## src/rtl/fp_pkg.sv

```systemverilog
// Shared FP result types: flag bit positions, mode tags and the
// result/flags/mode bundle carried from the ALU through the collector FIFO.
package fp_pkg;

    localparam int FLG_NX = 0;
    localparam int FLG_UF = 1;
    localparam int FLG_OF = 2;
    localparam int FLG_DZ = 3;
    localparam int FLG_NV = 4;
    localparam int FLG_W  = 5;

    localparam logic FP_HALF   = 1'b0;
    localparam logic FP_SINGLE = 1'b1;

    typedef struct packed {
        logic [31:0]      data;
        logic [FLG_W-1:0] flags;
        logic             mode;
    } fp_res_t;

endpackage

```

## src/rtl/fp_res_fifo.sv

```systemverilog
// Generic DEPTH x fp_res_t synchronous FIFO with registered storage and head.
// Ports: clk, rst (async active-low), push_i/wdata_i, pop_i, rdata_o (head),
//        count_o (occupancy), full_o, empty_o. Push while full is only taken
//        when a pop happens in the same cycle; pop on empty is ignored.
module fp_res_fifo
    import fp_pkg::*;
#(
    parameter  int DEPTH = 4,
    localparam int CNT_W = $clog2(DEPTH) + 1,
    localparam int PTR_W = $clog2(DEPTH)
) (
    input  logic             clk,
    input  logic             rst,
    input  logic             push_i,
    input  fp_res_t          wdata_i,
    input  logic             pop_i,
    output fp_res_t          rdata_o,
    output logic [CNT_W-1:0] count_o,
    output logic             full_o,
    output logic             empty_o
);

    fp_res_t          mem_q [DEPTH];
    logic [PTR_W-1:0] wr_ptr_q, wr_ptr_d;
    logic [PTR_W-1:0] rd_ptr_q, rd_ptr_d;
    logic [CNT_W-1:0] count_q, count_d;
    logic             push_ok;
    logic             pop_ok;

    assign full_o  = (count_q == CNT_W'(DEPTH));
    assign empty_o = (count_q == '0);
    assign pop_ok  = pop_i && !empty_o;
    // A full FIFO still takes a push when the head leaves this same cycle.
    assign push_ok = push_i && (!full_o || pop_ok);

    always_comb begin
        wr_ptr_d = wr_ptr_q;
        rd_ptr_d = rd_ptr_q;
        count_d  = count_q;
        // DEPTH is a power of two, so pointer overflow is the wrap.
        if (push_ok) wr_ptr_d = wr_ptr_q + PTR_W'(1);
        if (pop_ok)  rd_ptr_d = rd_ptr_q + PTR_W'(1);
        if (push_ok && !pop_ok) count_d = count_q + CNT_W'(1);
        if (!push_ok && pop_ok) count_d = count_q - CNT_W'(1);
    end

    always_ff @(posedge clk or negedge rst) begin
        if (!rst) begin
            wr_ptr_q <= '0;
            rd_ptr_q <= '0;
            count_q  <= '0;
            for (int i = 0; i < DEPTH; i++) mem_q[i] <= '0;
        end else begin
            wr_ptr_q <= wr_ptr_d;
            rd_ptr_q <= rd_ptr_d;
            count_q  <= count_d;
            if (push_ok) mem_q[wr_ptr_q] <= wdata_i;
        end
    end

    assign rdata_o = mem_q[rd_ptr_q];
    assign count_o = count_q;

endmodule

```

## src/rtl/fp_result_collector.sv

```systemverilog
// Collects FP ALU results into a small FIFO, formats half results to 32 bits,
// and keeps sticky IEEE exception flags plus a sticky overflow-drop indicator.
// Ports: clk, rst (async active-low); in_valid/in_result/in_flags/in_mode_fp
//        from the ALU; clear_flags; out_ready/out_valid/out_data/out_flags/
//        out_mode_fp to the consumer; sticky_flags, count, drop_err status.
// Build option FP_NANBOX_EN: half results NaN-boxed (upper 16 bits all ones)
// instead of zero-extended.
module fp_result_collector
    import fp_pkg::*;
#(
    parameter  int DEPTH = 4,
    localparam int CNT_W = $clog2(DEPTH) + 1
) (
    input  logic             clk,
    input  logic             rst,
    input  logic             in_valid,
    input  logic [31:0]      in_result,
    input  logic [4:0]       in_flags,
    input  logic             in_mode_fp,
    input  logic             clear_flags,
    input  logic             out_ready,
    output logic             out_valid,
    output logic [31:0]      out_data,
    output logic [4:0]       out_flags,
    output logic             out_mode_fp,
    output logic [4:0]       sticky_flags,
    output logic [CNT_W-1:0] count,
    output logic             drop_err
);

`ifdef FP_NANBOX_EN
    localparam logic [15:0] HALF_UPPER = 16'hFFFF;
`else
    localparam logic [15:0] HALF_UPPER = 16'h0000;
`endif

    fp_res_t    wr_ent;
    fp_res_t    head;
    logic       full;
    logic       empty;
    logic       pop;
    logic       drop;
    logic [4:0] sticky_q, sticky_d;
    logic       drop_q, drop_d;

    always_comb begin
        wr_ent.flags = in_flags;
        wr_ent.mode  = in_mode_fp;
        if (in_mode_fp == FP_SINGLE)
            wr_ent.data = in_result;
        else
            wr_ent.data = {HALF_UPPER, in_result[15:0]};
    end

    assign pop  = !empty && out_ready;
    // The ALU cannot be stalled, so a result meeting a full FIFO is lost.
    assign drop = in_valid && full && !pop;

    fp_res_fifo #(
        .DEPTH (DEPTH)
    ) u_fifo (
        .clk     (clk),
        .rst     (rst),
        .push_i  (in_valid),
        .wdata_i (wr_ent),
        .pop_i   (pop),
        .rdata_o (head),
        .count_o (count),
        .full_o  (full),
        .empty_o (empty)
    );

    always_comb begin
        sticky_d = sticky_q;
        drop_d   = drop_q;
        // New flags take priority over a same-cycle clear.
        if (in_valid && clear_flags) sticky_d = in_flags;
        else if (in_valid)           sticky_d = sticky_q | in_flags;
        else if (clear_flags)        sticky_d = '0;
        if (drop)             drop_d = 1'b1;
        else if (clear_flags) drop_d = 1'b0;
    end

    always_ff @(posedge clk or negedge rst) begin
        if (!rst) begin
            sticky_q <= '0;
            drop_q   <= 1'b0;
        end else begin
            sticky_q <= sticky_d;
            drop_q   <= drop_d;
        end
    end

    assign out_valid    = !empty;
    assign out_data     = head.data;
    assign out_flags    = head.flags;
    assign out_mode_fp  = head.mode;
    assign sticky_flags = sticky_q;
    assign drop_err     = drop_q;

endmodule

```

## config.mk

```make
export PLATFORM = sky130hd
export DESIGN_NAME = fp_result_collector
export DESIGN_NICKNAME = d
export VERILOG_FILES = /design/src/rtl/fp_pkg.sv /design/src/rtl/fp_res_fifo.sv /design/src/rtl/fp_result_collector.sv
export SDC_FILE = /design/constraint.sdc
export NUM_CORES = 1
export LEC_CHECK = 0
export ABC_AREA = 0
export CORE_MARGIN = 2
export CORE_UTILIZATION = 50
export CTS_CLUSTER_DIAMETER = 100
export DETAILED_ROUTE_END_ITERATION = 7
export GPL_TIMING_DRIVEN = 0
export PLACE_DENSITY = 0.73
export SLEW_MARGIN = 20
export SYNTH_ARGS = -nofsm -noshare
export SYNTH_HDL_FRONTEND = slang
export SYNTH_SLANG_ARGS = --single-unit
```

## constraint.sdc

```tcl
create_clock -name clk -period 5.2 [get_ports clk]
set_clock_uncertainty 0.2 [all_clocks]
set_input_delay 1.56 -clock clk [delete_from_list [all_inputs] [get_ports clk]]
set_output_delay 1.56 -clock clk [all_outputs]
set_load 0.1 [all_outputs]
```

* Word level (Yosys, flattened, before mapping)
Index checks and enable logic that the tools add are counted.
W data, S select, Z words.
** Cells by class
- $add $sub $neg :: 4
- Magnitude comparators :: 3
- Equality and inequality tests :: 1
- Multiplexer cells :: 14
- Bitwise gates (word level) :: 3
- Reductions and logical operators :: 19
** Operators with widths (count)
- $bwmux W152 :: 1
- $mux W38 :: 3
- $bmux W38 S2 :: 1
- $demux W38 S2 :: 1
- $mux W32 :: 1
- $mux W5 :: 3
- $logic_and A1 B1 Y1 :: 9
- $ge A3 B3 Y1 const B :: 2
- $mux W3 :: 2
- $not A2 Y3 :: 2
- $logic_not A1 Y1 :: 5
- $or A5 B5 Y5 :: 1
- $add A2 B1 Y2 const B :: 2
- $reduce_bool A2 Y1 :: 2
- $add A3 B1 Y3 const B :: 1
- $eq A3 B3 Y1 const B :: 1
- $logic_not A3 Y1 :: 1
- $lt A3 B1 Y1 const B :: 1
- $reduce_bool A3 Y1 :: 1
- $sub A3 B1 Y3 const B :: 1
- $mux W1 :: 2
- $logic_or A1 B1 Y1 :: 1
** Word-level totals
- Register bits after elaboration :: 165
- Input port bits :: 43
- Output and inout port bits :: 48

* Depth between registers and ports, before layout
Gate-level depths: netlist of run 1.
- Depth in word-level cells :: 9
- Mapped depth :: 8
- Gate-level depth less buffers :: 8

* Cells and area by module
From an unflattened synthesis of run 1, not the netlist that was laid out.
** Unflattened totals
- Cell total of the unflattened synthesis :: 451
- Area, all modules :: 7385.8 sq um
** Modules (own cells, without submodules)
- fp_res_fifo :: times used 1, cells an instance 408, area an instance 7023.0 sq um
- fp_result_collector :: times used 1, cells an instance 43, area an instance 362.8 sq um

* Worst setup path after synthesis of run 1
OpenSTA, ideal clock, no wires.
- Path kind :: reg2out
- Start point :: register u_fifo.count_q[0] (netlist: u_fifo.count_o[0])
- End point :: output out_valid
- Arrival :: 1.825 ns
- Required time :: 3.440 ns
- Slack :: 1.615 ns
- Stages on the path, launching flop included :: 2
- Path buffers :: 0
- Cell sequence :: dfrtp_1 -> or3_1
** Between the ends
- Cells in the longest elaborated chain, start to end :: 2
** RTL lines
- start, declared :: RTL line fp_res_fifo.sv:26 : logic [CNT_W-1:0] count_q, count_d;
- start signal, assigned :: RTL line fp_res_fifo.sv:56 : count_q <= count_d;
- $logic_not A3 Y1 :: RTL line fp_res_fifo.sv:31 : assign empty_o = (count_q == '0);
- $logic_not A1 Y1 :: RTL line fp_result_collector.sv:94 : assign out_valid = !empty;
- end, declared :: RTL line fp_result_collector.sv:22 : output logic out_valid,
No other way between the ends.

* Final worst setup path of run 1
- Start point :: register u_fifo.rd_ptr_q[1]
- End point :: output out_data[6]
** Between the ends
- Cells in the longest elaborated chain, start to end :: 4
** RTL lines
- start, declared :: RTL line fp_res_fifo.sv:25 : logic [PTR_W-1:0] rd_ptr_q, rd_ptr_d;
- start signal, assigned :: RTL line fp_res_fifo.sv:55 : rd_ptr_q <= rd_ptr_d;
- $not A2 Y3 (implied by the code) :: RTL line fp_res_fifo.sv:61 : assign rdata_o = mem_q[rd_ptr_q];
- $bmux W38 S2 :: RTL line fp_res_fifo.sv:61
- $mux W38 (implied by the code) (2 in series) :: RTL line fp_res_fifo.sv:61
- end, declared :: RTL line fp_result_collector.sv:23 : output logic [31:0] out_data,
No other way between the ends. The select of a mux whose other input is x is not followed.

==> results of run 1 <==
layer usage:
metal / wire length, um / GRT usage, % / vias up / share of wire, %
met5: 0 / 0 / - / 0
met2: 7480 / 32.8 / 99 / 50
met3: 722 / 6.55 / 16 / 4.9
met4: 191 / 6.27 / 0 / 1.3
li1: - / - / 1844 / -
met1: 6460 / 27.4 / 2217 / 44
worst max path at each step:
stage | from | to | slack (ns) | cells past startpoint
floorplan | u_fifo.count_o[0] | out_valid | 1.61 | 1
global placement | rst | u_fifo.count_o[0] | -3.98 | 1
detailed placement | u_fifo.rd_ptr_q[1] | out_data[9] | 0.73 | 4
CTS | u_fifo.rd_ptr_q[1] | out_data[6] | 0.25 | 4
global route | u_fifo.rd_ptr_q[1] | out_data[6] | 0.17 | 4
finish | u_fifo.rd_ptr_q[1] | out_data[6] | 0.30 | 4
cell families (layout without fill, tap and decap cells):
logic type / count (synthesis) / count (layout)
flops: 165 / 165
compound gates: 7 / 7
fa+ha+maj: 6 / 6
simple gates: 35 / 35
xor+xnor: 6 / 6
mux: 192 / 192
buf+inv: 39 / 161
area by class of cell:
cell class | instances | area share, %
clock inverter | 14 | 2.01
timing repair buffer | 90 | 10.1
buffer | 28 | 2.26
sequential | 165 | 45.2
clock buffer | 18 | 4.81
tap | 184 | 2.52
inverter | 11 | 0.452
multi-input combinational | 246 | 32.6
cell usage after synthesis, drive strengths merged:
cell type	n
dfrtp	165
fa	1
xor2	3
inv	11
nor2	5
mux2i	1
nor4b	1
o31a	1
nand2	11
mux4	38
nand2b	1
o21ai	6
clkbuf	7
mux2	153
and2	16
buf	21
xnor2	3
or3	1
ha	5
placed cells by master, fill, tap and decap left out, drive strengths merged:
cell type / n
o31a: 1
clkinvlp: 1
nand2: 11
clkbuf: 25
inv: 11
clkinv: 9
ha: 5
xnor2: 3
xor2: 3
o21ai: 6
dfrtp: 165
mux2i: 1
clkdlybuf4s50: 88
nor4b: 1
nand2b: 1
fa: 1
nor2: 5
buf: 23
and2: 16
or3: 1
mux4: 38
mux2: 153
bufinv: 4
state kept, by name, summed over array words and instances (netlist names):
| register | flops |
|---|---|
| u_fifo.mem_q | 152 |
| sticky_flags | 5 |
| drop_err | 1 |
| u_fifo.rd_ptr_q | 2 |
| u_fifo.count_o | 3 |
| u_fifo.wr_ptr_q | 2 |
stage by stage:
step | setup TNS (ns) | instances | setup slack (ns)
final | 0 | 756 | 0.301
after global routing | 0 | 756 | 0.166
after CTS | 0 | 756 | 0.250
after detailed placement | 0 | 724 | 0.727
after global placement | -655.07 | 723 | -3.98
after floorplan | 0 | 450 | 1.61
==> results list, run 1 <==
- The detailed router placed 4176 vias in this run.
- # rows: 44
* Final worst path period share: 94.2%
* Global-route wire length before repair: 24800 um
* Maximum number of pins on one net before global-route repair: 107
- Proportion of synthesized chip area in sequential cells: 56.1%
* Netlist Area Pre-Place: 7350 um^2
- Final period demand of the worst path: 4.90 ns
* Fraction of post-synthesis cell area in the top cell type by area: 56.1%
- Chain of cells forming the critical path: clkbuf_1 > buf_2 > mux4_2 > clkdlybuf4s50_1
* Mapped Avg Cell Area: 16.3 um^2
- The worst register-to-register path ends at u_fifo.count_o[2].
* Vias in the first global route: 4666
* Clk root buf: sky130_fd_sc_hd__clkbuf_16
- Setup violations remaining at the end of the flow were counted as 0.
* Nets: 608
- Final hold violation count: 0
- The routed design has 14900 um of wire.
* Antenna violations before repair: 0
- The final number of max-transition violations is 0.
- Number of top-level pins: 91
* Cells resized by post-CTS repair: 0
- After global routing the overflow that remains totals 0.
- Yosys reg bits: 165
- Register-to-Register Path Depth: 8
- Post-synthesis net count: 499
* Origin of the critical flop-to-flop path: u_fifo.count_o[1]
* Die footprint: 15700 um^2
* Detailed-routing iteration count for the pre-antenna-repair pass: 4
- Placer Congestion: 0.721
* Portion of netlist area occupied by mux cells: 35.5%
* Setup crit start kind: flop
* Clk pin slew, worst setup/hold paths: 0.06 ns
- Derived from the worst setup path, the maximum achievable clock frequency is 204 MHz.
- Number of input and output port buffers inserted: 89
* Flop-to-flop setup slack: 2.71 ns
- Most area-consuming cells after synthesis: sky130_fd_sc_hd__dfrtp_1, sky130_fd_sc_hd__mux2_2, sky130_fd_sc_hd__mux4_2, sky130_fd_sc_hd__buf_6, sky130_fd_sc_hd__and2_1
* Number of clock sinks: 165
- Across every metal layer, demand over resource in global routing totals 20.6%.
- Of all nets on the critical path, the largest fanout is 10.
- Synthesis handed over a netlist of 450 instances.
- For hold timing, the worst endpoint is u_fifo.mem_q[65].
- Critical path endpoint category: output port
- The repair_antennas step left the layout with diodes totalling 0.
- Initial Utilization: 50.8%
- Once the clock tree was built, the setup fixing pass inserted 0 buffers.
* Rel. slew slack: 30.0%
* Post-detailed-route count of antenna-violating nets: 0
* Worst min-delay path class: flop to flop
* CP arrival: 3.14 ns
* Non-Filler Cell Area, Final: 9130 um^2
- Number of cells on the worst hold path: 1
- Parity-gate share of the synthesized area counting xor and xnor cells: 0.715%
- Multi-input logic area: 2980 um^2
* Die outline width: 125 um
- At the pin with the least slew margin, the transition time is 1.05 ns.
- After synthesis, the netlist uses 21 different library cells.
- Setup repair after global routing left no endpoint under its margin.
- H-Tree Level Count: 4
* Post-layout utilization of the core: 63.1%
- Max-cap violations in this run came to 0.
- Hold is met by 0.301 ns.
- Largest family of logic cells by synthesized area: multiplexers
- CP max stage delay: 1.13 ns
* Vias per inst: 5.52
- Later-pin clock latency in the skew report: 0.42 ns
- Filler Cells Inserted: 1082
- Deepest clock path buffer count: 2
- Summing the areas of all compound-gate instances in the mapped netlist gives 0.527% of the synthesized area.
* Fraction of the mapped netlist area in adder cells: 1.12%
- Startpoint of the lowest-slack hold path: u_fifo.mem_q[65]
- After detailed routing, the average wire length per cell comes to 19.6 um.
* Crit Path Class: flop to output port
* Placed cell areas: 8510 um^2
- Relative to the synthesized area, the layout overhead comes to 24.2%.
* 1st-iter DRT viols: 238
- Number of buffers added by the clock tree synthesis step: 17
- Sequential standard cell area: 4130 um^2
- Of all cell types, the one taking the most synthesized area is sky130_fd_sc_hd__dfrtp_1.
- Yosys printed 0 warnings.
* TritonCTS clock tree: yes
- The post-route netlist has 43.2% of its cells at a drive strength greater than 1.
* Die span in y: 125 um
- The flow ran to the end, and the final reports show no timing, DRC or antenna violations.
- Broken down by cell family, the worst path's largest delay share belongs to buffers and inverters.
- After floorplanning, the core was sized to cover 14500 um^2.
* Cts-stage hold buffer count: 0
* Drt drc: 0
* Post-DP HPWL: 9780 um
* CP max stage cell: sky130_fd_sc_hd__clkdlybuf4s50_1
- Synth Area in Simple Gates: 2.67%
* Count of buffer and inverter cells on the critical path: 3
* Required time reported for the critical path endpoint: 3.44 ns
Power of run 1 is not shown: default switching activity piles up to over one toggle a cycle in this logic, so the estimate is an artifact.
==> run 2, diff against run 1 <==
Settings changed: CTS_BUF_LIST from default to sky130_fd_sc_hd__clkbuf_8.
==> run 2 against run 1 <==
- sequential share of layout area rose by 0.97 points
- hold slack improved by 0.0058 ns
- utilization fell by 1.3 points
- global-route usage fell by 0.22 points
- first-iteration DRC count fell by 16%
- die area did not move
- routed wire length fell by 1.2%
==> results list, run 2 (synthesis results as in run 1) <==
* Cts-stage hold buffer count: 0
* Later-pin clock latency in the skew report: 0.44 ns
- After global routing the overflow that remains totals 0.
- Origin of the critical flop-to-flop path: u_fifo.count_o[0]
- CP max stage cell: sky130_fd_sc_hd__clkdlybuf4s50_1
- In this run the vertical extent of the chip is 125 um.
- In this run, post-CTS repair resized a total of 0 instances.
- Of all nets on the critical path, the largest fanout is 10.
- In this run the tightest slew margin relative to its limit is 30.0%.
- Number of buffers added by the clock tree synthesis step: 17
* Maximum clock rate: 203 MHz
- Crit path from: u_fifo.rd_ptr_q[1]
- Vias in the first global route: 4609
- CP max stage delay: 1.13 ns
* Global-route wire length before repair: 24600 um
- Unrepaired setup endpoints after global routing: false
- The worst register-to-register path has a depth of 8.
* Antenna cells: 0
- The register with the most flip-flops in the layout has 152 of them.
- Placer Congestion: 0.721
- The path with the worst hold slack has its endpoint at u_fifo.mem_q[61].
- 1st-iter DRT viols: 199
- Crit Path Class: flop to output port
* Startpoint of the lowest-slack hold path: u_fifo.mem_q[61]
* Flop-to-flop setup slack: 2.71 ns
- The detail route stage leaves a number of antenna-violating nets equal to 0.
- For this run, design rule violations remaining after detail routing come to 0.
* Initial Utilization: 50.8%
* Critical path endpoint category: output port
- The library cell used most frequently in the layout, excluding fill and tap cells, is sky130_fd_sc_hd__dfrtp_1.
* Setup Fix Bufs, Post-CTS: 0
- Antenna violations before repair: 0
- Before antenna repair, the detailed router went through 4 iterations.
* Syn-to-layout area delta: 21.6%
- Number of maximum-capacitance violations: 0
* Number of top-level pins: 91
* Clk pin slew, worst setup/hold paths: 0.08 ns
- The detailed router placed 4139 vias in this run.
- Counting flops per register, the top entry is u_fifo.mem_q.
* Commonest non-fill, non-tap cells in the layout: sky130_fd_sc_hd__dfrtp_1, sky130_fd_sc_hd__mux2_2, sky130_fd_sc_hd__clkdlybuf4s50_1, sky130_fd_sc_hd__mux4_2, sky130_fd_sc_hd__clkbuf_8
- Wirelength per Cell: 19.4 um
* Core Footprint: 14500 um^2
- The flow ran to the end, and the final reports show no timing, DRC or antenna violations.
* Setup crit start kind: flop
* CP arrival: 3.16 ns
* Final period demand of the worst path: 4.92 ns
* Number of cells on the worst hold path: 1
- The clock tree synthesis step divided the H-tree into 4 levels.
- The tree is rooted in a sky130_fd_sc_hd__clkbuf_8.
- Number of clock sinks: 165
- In this run the critical register-to-register path is captured at u_fifo.count_o[2].
* Worst-margin pin slew: 1.05 ns
- Vias per inst: 5.47
- The path class of the tightest hold or removal check is flop to flop.
* TritonCTS clock tree: yes
- # rows: 44
- Fill cells in the final layout number 1101.
- Global routing used 20.4% of the available tracks.
- Die footprint: 15700 um^2
- Final hold violation count: 0
- Chain of cells forming the critical path: clkbuf_1 > buf_2 > mux4_2 > clkdlybuf4s50_1
- Entering global routing, the biggest net connects 107 pins.
* Post-detailed-routing wire length: 14700 um
- Nets: 608
* Count of final max-slew check failures: 0
- Post-layout utilization of the core: 61.7%
* Deepest clock path buffer count: 2
- Setup violations remaining at the end of the flow were counted as 0.
- Die outline width: 125 um
* Number of input and output port buffers inserted: 89
* Required time reported for the critical path endpoint: 3.44 ns
- Fraction of layout cells with a size suffix above 1: 43.2%
- Final worst path period share: 94.7%
- Once detailed placement completed, the half-perimeter wirelength came to 9780 um.
==> run 2: cell types whose count changed in the layout (fill, tap and decap cells not counted) <==
cell	delta
sky130_fd_sc_hd__clkbuf_16	-17
sky130_fd_sc_hd__clkbuf_8	+17
==> run 2: layer usage <==
layer	vias to the layer above	track usage, %	wire length, um
met3	13	6.46	598
met2	84	32.2	7200
met5	-	0	0
li1	1844	-	-
met4	0	5.42	177
met1	2198	27.7	6690
==> run 2: worst max path at each step <==
stage,slack [ns],depth (start not counted),to
detailed placement,0.73,4,out_data[9]
global route,0.13,4,out_data[9]
CTS,0.22,4,out_data[9]
floorplan,1.61,1,out_valid
finish,0.28,4,out_data[9]
global placement,-3.98,1,u_fifo.count_o[0]
==> run 2: metrics by stage <==
stage / setup slack, ns / instance area, um^2 / instances / hold slack (ns) / setup TNS, ns
final: 0.275 / 8940 / 756 / 0.307 / 0
after CTS: 0.220 / 8940 / 756 / 0.308 / 0
after floorplan: 1.61 / 7350 / 450 / 0.275 / 0
after global placement: -3.98 / 8480 / 723 / 0.283 / -655.07
after detailed placement: 0.727 / 8510 / 724 / 0.291 / 0
after global routing: 0.128 / 8940 / 756 / 0.322 / 0
==> run 2: final cells by class <==
class	count	area (um^2)	area share, %
buffer	28	206	2.31
clock buffer	18	248	2.77
clock inverter	14	184	2.06
inverter	11	41.3	0.462
multi-input combinational	246	2980	33.3
sequential	165	4130	46.2
tap	184	230	2.58
timing repair buffer	90	923	10.3
==> run 2: worst max-delay path, delay by kind of cell (launching register included) <==
family   cells  cell delay [ns]
buf+inv      3             2.07
mux          1             0.28
flops        1             0.36
Power of run 2 is left out for the same reason.
==> edit (flow settings as in run 2) <==
`DEPTH` is set to 4 in 2 places; all go to 2.
--- a/src/rtl/fp_res_fifo.sv
+++ b/src/rtl/fp_res_fifo.sv
@@ -6,5 +6,5 @@
     import fp_pkg::*;
 #(
-    parameter  int DEPTH = 4,
+    parameter  int DEPTH = 2,
     localparam int CNT_W = $clog2(DEPTH) + 1,
     localparam int PTR_W = $clog2(DEPTH)
--- a/src/rtl/fp_result_collector.sv
+++ b/src/rtl/fp_result_collector.sv
@@ -9,5 +9,5 @@
     import fp_pkg::*;
 #(
-    parameter  int DEPTH = 4,
+    parameter  int DEPTH = 2,
     localparam int CNT_W = $clog2(DEPTH) + 1
 ) (
Interface: changed (resized count); port bits go from 91 to 90. No check against the original RTL was run, so the function may have changed too.
==> edit against run 2 <==
Routed wire length down 46%. Area after synthesis shrank 46%. Via count shrank 43%. Final area fell by 42%. Sequential cell count decreased by 79. Setup slack better by 530 ps.
Power is left out: the tool's default activity adds up to more than one toggle a clock period on the data nets, which glitch-free logic cannot reach.
==> edit: results (changes against run 2) <==
Status - finished, final reports clean
Hold slack - 304 ps (-3.07 ps)
Vias/cell - 5.04 (-8.0%)
Syn_nets - 306 (-39%)
Flop-to-flop setup slack - 3320 ps (+610 ps)
Slew @ Worst Pin - 1000 ps (-44.5 ps)
Aggregate global-route resource usage - 19.1% (-1.3 points)
Top cells by area, synth - dfrtp_1 (54%), mux2_2 (21%), mux2_4 (15%)
Met3 WL - 353 µm (-41%)
Largest net degree at the start of global routing - 49 (-54%)
Routability congestion estimate - 0.702 (-2.7%)
Hold path startpoint - u_fifo.mem_q[48]
Routed wire length - 7850 µm (-46%)
Max reg flops - 76 (-50%)
Dpl cells - 453 (-37%)
Final Core Density - 67.7% (+5.9 points)
H-tree levels - 3 (-1)
Fillers - 562 (-49%)
Global-route wire length before repair - 12800 µm (-48%)
Post-synth cell types - 19 (-9.5%)
Skew-Pair Late Insertion Delay - 330 ps (-110 ps)
DRT iter0 DRCs - 39 (-80%)
Worst Path Arrival - 2640 ps (-520 ps)
CTS Buf Count - 9 (-8)
Post-DP HPWL - 5300 µm (-46%)
Syn_area_per_cell - 15.2 µm² (-6.9%)
Port-buffer cells - 88 (-1.1%)
Met2 Resource Use GR - 29.1% (-3.1 points)
[edit: changes by cell type in the layout (fill, tap and decap cells not counted), sizes merged, moves of 8 or more]
cell           run 2  this run
clkinv             9         1
buf               23        13
mux2             153       114
dfrtp            165        86
clkbuf            25        13
mux4              38         0
[edit: final cells by class]
type                    count  share of cell area (%)
clock buffers              10                    2.63
repair buffers             89                    17.3
multi-input cells         156                    32.6
flip-flops and latches     86                    41.2
clock inverters             4                    1.39
inverters                   6                   0.431
well taps                 102                    2.44
plain buffers              14                    1.99
[edit: worst register-to-register path, cell delays in order, from the launching register on]
cell,delay [ps]
dfrtp_1,460
or2_2,330
and2_1,190
ha_1,340
nor2_1,140
xor2_1,150
[edit: kinds of logic (layout without fill, tap and decap cells)]
logic type / after synthesis / after routing / share of synthesized area (%)
buffers and inverters: 20 / 123 / 3.17
xor gates and xnor gates: 5 / 5 / 1.10
AOI/OAI and AO/OA: 6 / 6 / 0.754
muxes: 114 / 114 / 36.0
and+or+nand+nor: 30 / 30 / 4.68
DFF: 86 / 86 / 54.0
adders and majority gates: 1 / 1 / 0.314
[edit: worst max-delay path by stage]
| stage | start | end | slack (ps) |
|---|---|---|---|
| 6_report | u_fifo.rd_ptr_q | out_flags[3] | 800 |
| 5_1_grt | u_fifo.rd_ptr_q | out_data[1] | 690 |
| 4_1_cts | u_fifo.rd_ptr_q | out_mode_fp | 770 |
| 3_5_place_dp | u_fifo.rd_ptr_q | out_flags[4] | 1160 |
| 3_3_place_gp | rst | u_fifo.mem_q[11] | -830 |
| 2_1_floorplan | u_fifo.count_o[0] | out_valid | 1840 |
